File: src/rtl/conv_pkg.sv
// Shared types and arithmetic helpers for the convolution MAC engine.
package conv_pkg;

    typedef enum logic [1:0] {
        ST_IDLE  = 2'd0,
        ST_ACCUM = 2'd1,
        ST_DRAIN = 2'd2,
        ST_OUT   = 2'd3
    } conv_state_e;

    // Default geometry, used to publish the nominal product/sum widths.
    localparam int CONV_K_H  = 3;
    localparam int CONV_K_W  = 3;
    localparam int CONV_IN_W = 8;
    localparam int CONV_W_W  = 8;

    // Unsigned pixel gets a zero sign bit, so each product needs IN_W+W_W+1 bits.
    function automatic int prod_width(input int in_w, input int w_w);
        return in_w + w_w + 1;
    endfunction

    // Summing `taps` products grows the word by clog2(taps) bits.
    function automatic int sum_width(input int in_w, input int w_w, input int taps);
        return prod_width(in_w, w_w) + $clog2(taps);
    endfunction

    localparam int PROD_W = prod_width(CONV_IN_W, CONV_W_W);
    localparam int SUM_W  = sum_width(CONV_IN_W, CONV_W_W, CONV_K_H * CONV_K_W);

    typedef struct packed {
        logic               ovf;
        logic signed [63:0] val;
    } sat_res_t;

    // Adds sum to acc and clamps to the signed range of an acc_w-bit word.
    // Operands are carried in 64 bits, so acc_w must stay well below 64.
    function automatic sat_res_t sat_add(input logic signed [63:0] acc,
                                         input logic signed [63:0] sum,
                                         input int                 acc_w);
        logic signed [63:0] total;
        logic signed [63:0] max_v;
        logic signed [63:0] min_v;
        sat_res_t           res;
        total   = acc + sum;
        max_v   = (64'sd1 <<< (acc_w - 1)) - 64'sd1;
        min_v   = -max_v - 64'sd1;
        res.ovf = 1'b0;
        res.val = total;
        if (total > max_v) begin
            res.val = max_v;
            res.ovf = 1'b1;
        end else if (total < min_v) begin
            res.val = min_v;
            res.ovf = 1'b1;
        end
        return res;
    endfunction

endpackage

File: src/rtl/conv_dot_stage.sv
// Registered K_H x K_W product array followed by a combinational adder tree.
module conv_dot_stage
    import conv_pkg::*;
#(
    parameter  int K_H  = 3,
    parameter  int K_W  = 3,
    parameter  int IN_W = 8,
    parameter  int W_W  = 8,
    localparam int P_W  = prod_width(IN_W, W_W),
    localparam int S_W  = sum_width(IN_W, W_W, K_H * K_W)
) (
    input  logic                                 clk,
    input  logic                                 rst_n,
    input  logic                                 i_vld,
    input  logic [K_H-1:0][K_W-1:0][IN_W-1:0]    i_img,
    input  logic [K_H-1:0][K_W-1:0][W_W-1:0]     i_w,
    output logic                                 o_vld_p1,
    output logic signed [S_W-1:0]                o_sum_p1
);

    logic signed [P_W-1:0] r_prod_p1 [K_H][K_W];
    logic                  r_vld_p1;
    logic signed [S_W-1:0] w_sum_p1;

    // Stage 1 valid: tracks whether the product array holds a live beat.
    always_ff @(posedge clk or negedge rst_n) begin
        if (!rst_n) begin
            r_vld_p1 <= 1'b0;
        end else begin
            r_vld_p1 <= i_vld;
        end
    end

    // Stage 1 data: pixel zero-extended to signed, times signed weight.
    always_ff @(posedge clk) begin
        if (i_vld) begin
            for (int r = 0; r < K_H; r++) begin
                for (int c = 0; c < K_W; c++) begin
                    r_prod_p1[r][c] <= P_W'($signed({1'b0, i_img[r][c]}))
                                     * P_W'($signed(i_w[r][c]));
                end
            end
        end
    end

    // Stage 2 adder tree: sign-extend every product and sum them.
    always_comb begin
        w_sum_p1 = '0;
        for (int r = 0; r < K_H; r++) begin
            for (int c = 0; c < K_W; c++) begin
                w_sum_p1 = w_sum_p1 + S_W'(r_prod_p1[r][c]);
            end
        end
    end

    assign o_vld_p1 = r_vld_p1;
    assign o_sum_p1 = w_sum_p1;

endmodule

File: src/rtl/conv_mac_engine.sv
// Multi-channel convolution MAC: bias seed, saturating accumulate, optional ReLU.
module conv_mac_engine
    import conv_pkg::*;
#(
    parameter int K_H   = 3,
    parameter int K_W   = 3,
    parameter int IN_W  = 8,
    parameter int W_W   = 8,
    parameter int ACC_W = 32,
    parameter int CH_W  = 8
) (
    input  logic                              clk,
    input  logic                              rst_n,
    input  logic                              start,
    input  logic [CH_W-1:0]                   num_ch,
    input  logic signed [ACC_W-1:0]           bias,
    input  logic                              relu_en,
    input  logic                              in_valid,
    output logic                              in_ready,
    input  logic [K_H-1:0][K_W-1:0][IN_W-1:0] img,
    input  logic [K_H-1:0][K_W-1:0][W_W-1:0]  w,
    output logic                              out_valid,
    input  logic                              out_ready,
    output logic signed [ACC_W-1:0]           result,
    output logic                              ovf,
    output logic                              busy
);

    localparam int S_W = sum_width(IN_W, W_W, K_H * K_W);

    conv_state_e             r_state;
    conv_state_e             w_next;
    logic                    w_in_ready;
    logic                    w_out_valid;
    logic                    w_busy;
    logic                    w_accept;
    logic                    w_last_beat;

    logic [CH_W-1:0]         r_num_ch;
    logic [CH_W-1:0]         r_beat;
    logic                    r_relu;
    logic signed [ACC_W-1:0] r_acc;
    logic signed [ACC_W-1:0] r_result;
    logic                    r_ovf;

    logic                    w_vld_p1;
    logic signed [S_W-1:0]   w_sum_p1;
    sat_res_t                w_sat;

    assign w_accept    = (r_state == ST_ACCUM) && in_valid;
    assign w_last_beat = (r_beat == r_num_ch - CH_W'(1));

    conv_dot_stage #(
        .K_H  (K_H),
        .K_W  (K_W),
        .IN_W (IN_W),
        .W_W  (W_W)
    ) u_dot (
        .clk      (clk),
        .rst_n    (rst_n),
        .i_vld    (w_accept),
        .i_img    (img),
        .i_w      (w),
        .o_vld_p1 (w_vld_p1),
        .o_sum_p1 (w_sum_p1)
    );

    assign w_sat = sat_add(64'(r_acc), 64'(w_sum_p1), ACC_W);

    // State register.
    always_ff @(posedge clk or negedge rst_n) begin
        if (!rst_n) begin
            r_state <= ST_IDLE;
        end else begin
            r_state <= w_next;
        end
    end

    // Next-state and handshake outputs decoded from the current state.
    always_comb begin
        w_next      = r_state;
        w_in_ready  = 1'b0;
        w_out_valid = 1'b0;
        w_busy      = 1'b1;
        case (r_state)
            ST_IDLE: begin
                w_busy = 1'b0;
                if (start) w_next = ST_ACCUM;
            end
            ST_ACCUM: begin
                w_in_ready = 1'b1;
                if (in_valid && w_last_beat) w_next = ST_DRAIN;
            end
            // The last beat's product is in stage 1 on entry; leave once it has been added.
            ST_DRAIN: begin
                if (!w_vld_p1) w_next = ST_OUT;
            end
            ST_OUT: begin
                w_out_valid = 1'b1;
                if (out_ready) w_next = ST_IDLE;
            end
            default: w_next = ST_IDLE;
        endcase
    end

    // Per-pixel context, beat counter, accumulator, sticky overflow and result register.
    always_ff @(posedge clk or negedge rst_n) begin
        if (!rst_n) begin
            r_num_ch <= '0;
            r_beat   <= '0;
            r_relu   <= 1'b0;
            r_acc    <= '0;
            r_result <= '0;
            r_ovf    <= 1'b0;
        end else begin
            if (r_state == ST_IDLE && start) begin
                r_num_ch <= (num_ch == '0) ? CH_W'(1) : num_ch;
                r_beat   <= '0;
                r_relu   <= relu_en;
                r_acc    <= bias;
                r_ovf    <= 1'b0;
            end
            if (w_accept) begin
                r_beat <= r_beat + CH_W'(1);
            end
            if (w_vld_p1) begin
                r_acc <= ACC_W'(w_sat.val);
                if (w_sat.ovf) r_ovf <= 1'b1;
            end
            if (r_state == ST_DRAIN && !w_vld_p1) begin
                r_result <= (r_relu && r_acc[ACC_W-1]) ? '0 : r_acc;
            end
        end
    end

    assign in_ready  = w_in_ready;
    assign out_valid = w_out_valid;
    assign busy      = w_busy;
    assign result    = r_result;
    assign ovf       = r_ovf;

endmodule
File: config.mk
export PLATFORM = sky130hd
export DESIGN_NAME = conv_mac_engine
export DESIGN_NICKNAME = d
export VERILOG_FILES = /design/src/rtl/conv_pkg.sv /design/src/rtl/conv_dot_stage.sv /design/src/rtl/conv_mac_engine.sv
export SDC_FILE = /design/constraint.sdc
export NUM_CORES = 2
export LEC_CHECK = 0
export ABC_AREA = 1
export BUFFER_PORTS_ARGS = -buffer_cell sky130_fd_sc_hd__buf_2
export CELL_PAD_IN_SITES_DETAIL_PLACEMENT = 0
export CELL_PAD_IN_SITES_GLOBAL_PLACEMENT = 1
export CORE_MARGIN = 3
export CORE_UTILIZATION = 40
export CTS_BUF_LIST = sky130_fd_sc_hd__clkbuf_8
export DETAILED_ROUTE_END_ITERATION = 6
export MAX_ROUTING_LAYER = met4
export PLACE_DENSITY = 0.7
export SYNTH_ARGS = -nofsm -noshare
export SYNTH_HDL_FRONTEND = slang
export SYNTH_SLANG_ARGS = --single-unit
File: constraint.sdc
create_clock -name clk -period 17.7 [get_ports clk]
set_input_delay 2.655 -clock clk [delete_from_list [all_inputs] [get_ports clk]]
set_output_delay 2.655 -clock clk [all_outputs]
set_load 0.005 [all_outputs]
==> flow_metrics.py <==
metrics = {
    "critical_path": {
        "crit_path_end_kind": "flop",
        "startpoint_type": "flop",
        "critical_path_arrival_ps": 7580,
        "rr_worst_depth": 32,
        "critPathLaunch": "u_dot.r_prod_p1[0][1]$_DFFE_PP_",
        "crit_slowest_cell": "a21oi_4",
        "path_common_cell": "nand2_1",
        "max_stage_delay_ps": 660,
        "critPathKind": "flop to flop",
        "r2r_start": "u_dot.r_prod_p1[0][1]$_DFFE_PP_",
        "critPathMaxFanout": 31,
        "worstPathRequired_ps": 18190,
    },
    "grt": {
        "grt_util_all_layers": 0.1978,
        "grt_antenna_before_repair": 3,
        "grt_pass1_wl_mm": 144.9,
        "overflow": 0,
        "grt_max_degree": 85,
        "grt_pass1_vias": 27750,
    },
    "sta": {
        "fin_skew_ps": 34.85,
        "fin_tns_setup_ps": 0,
        "min_period_ps": 7088,
        "fmax_ghz": 0.1411,
        "fin_crit_sh": 0.4004,
        "rsz0062_at_grt": "no",
        "slew_violations": 0,
        "finalSetupViolCount": 0,
        "tightest_slew_ps": 1110,
        "hold_viol": 0,
        "slew_headroom": 0.2584,
    },
    "yosys": {
        "yosys_warnings": 0,
        "ys_seq_elements": 238,
        "syn-num-nets": 5509,
        "synth_seq_area_share": 0.1887,
        "syn_area_per_cell_um2": 8.073,
        "synth_area_um2": 35620,
        "synth.distinct_cells": 44,
        "synth_cells": 4412,
    },
    "placement": {
        "hpwl_mm": 74.45,
        "place_congestion": 0.8522,
        "io_buffers": 225,
    },
    "floorplan": {
        "die-height_um": 304.4,
        "dieArea_um2": 92660,
        "core_area_um2": 87560,
        "io_pins": 226,
        "start_util": 0.4068,
        "rows": 108,
        "fp.dieW_um": 304.4,
    },
    "flow_run": {
        "maxCapViolations": 0,
    },
    "drt": {
        "drc_errors": 0,
        "dr.pass1.iters": 5,
        "num_vias": 26700,
        "drtAntennaViolNets": 0,
        "wl_per_cell_um": 15.28,
        "via_per_inst": 4.671,
        "drt_iter0_markers": 1322,
        "detail_route.wirelength_mm": 87.35,
    },
    "cts": {
        "post_cts_resized": 0,
        "clk_latency_ps": 620,
        "cts_tree": "done",
        "cts_htree_levels": 2,
        "postCtsSetupBuffers": 0,
        "clockBufferDepth": 3,
        "cts-root-buf": "clkbuf_8",
        "cts_buffers": 45,
        "path_clk_slew_ps": 60,
        "clkSinkCount": 238,
        "ctsHoldBuffers": 0,
    },
    "finish": {
        "nNetsFinal": 5623,
        "layout-drive-gt1-share": 0.08116,
        "nFillCells": 8924,
        "area_growth_pct": 8.259,
    },
    "hold_path": {
        "worstHoldPathType": "flop to flop",
        "holdPathStages": 2,
        "hp-start": "result[10]$_DFFE_PN0P_",
    },
    "status": {
        "status": "finished, final reports clean",
    },
}
-- through the flow --
step           setup slack, ps  utilization  instances  hold slack, ps  cell area (um2)
6_report                 10610       0.4403       5717           476.5            38560
5_1_grt                  10080       0.4403       5717           500.1            38560
4_1_cts                  10600       0.4403       5714           477.1            38550
3_5_place_dp             10620       0.4292       5634           461.6            37580
3_3_place_gp             10580       0.4292       5634           458.6            37580
2_1_floorplan            10400            -       4412           453.0            35620
-- path summary, 6_finish.rpt --
check | end | slack [ps]
worst max-delay path | r_acc[25]$_DFFE_PN0P_ | 10610
worst min-delay path | result[10]$_DFFE_PN0P_ | 480
worst max register to register | r_acc[25]$_DFFE_PN0P_ | 10610
worst min register to register | result[10]$_DFFE_PN0P_ | 480
max in group asynchronous | result[23]$_DFFE_PN0P_ | 14610
min in group asynchronous | r_beat[3]$_DFFE_PN0P_ | 1870
-- layout by cell type (no fill, tap or decap), drive strengths merged, types with 85 or more instances in the layout --
cell type / count
fa: 440
inv: 1127
ha: 467
xor2: 123
nor2: 192
buf: 230
nand2: 1101
a21oi: 178
nand3: 94
dfrtp: 85
edfxtp: 153
-- synth_stat cells (all sizes together) --
cell     count  area (um2)
clkbuf     157       589.3
nand2     1101        4168
fa         440        8808
or2         51       319.1
a21o        15       112.6
o22ai        3       18.77
o211ai       2       15.01
o21bai      13       97.59
edfxtp     153        4594
o32ai        1       8.760
a311oi       1       8.760
o41ai        1       8.760
o31ai        7       52.55
nor2       192       723.2
nor3        20       100.1
nand3       94       475.5
nor4         5       37.53
dfrtp       85        2127
clkinv       2       7.510
a21oi      178       917.1
inv       1112        4174
mux2         2       22.52
nand3b       3       22.52
buf          6       67.56
nand4       17       106.4
a31oi       13       81.33
xor2       123        1077
xnor2       51       446.7
o2111ai     17       148.9
a211oi       3       22.52
or3b         1       8.760
ha         467        5843
o221ai       5       43.79
and2         2       12.51
o21ai       68       340.3
a221oi       1       8.760
-- critical path, delay by kind of cell, from the launching register on --
kind                     cells  cell delay (ps)
AO/OA/AOI/OAI                9             1930
adder cells (fa/ha/maj)      6             2320
XOR/XNOR                     2              450
buffers and inverters        2              350
flip-flops                   1              410
AND/OR/NAND/NOR             13             1460
-- metal layers --
layer	vias up	part of all wire	GRT usage
li1	13490	-	-
met1	12720	0.45	0.2514
met2	409	0.50	0.3429
met3	82	0.030	0.01907
met4	0	0.022	0.04275
met5	-	0	-
-- sequential cells by signal, summed over array words and instances (netlist names) --
signal,cells
ovf,1
u_dot.r_prod_p1,153
u_dot.o_vld_p1,1
r_relu,1
result,32
r_num_ch,8
r_state,2
r_beat,8
r_acc,32
-- cells by family after synthesis --
group	Yosys count	synth area share
flops	238	0.1887
xor+xnor	174	0.04279
mux	2	0.0006323
buf+inv	1277	0.1358
fa+ha+maj	907	0.4114
compound gates	328	0.05294
simple gates	1486	0.1677
-- area by class of cell --
type,count,area [um2],share of cell area
Multi-Input combinational cell,2897,24060,0.6240
Inverter,1114,4187,0.1086
Antenna cell,3,7.507,0.0001947
Clock buffer,48,660.6,0.01713
Clock inverter,32,311.5,0.008080
Sequential cell,238,6721,0.1743
Timing Repair Buffer,230,1166,0.03024
Tap cell,1155,1445,0.03748
Power is not shown: default switching activity piles up to over one toggle a cycle in this logic, so the estimate is an artifact.
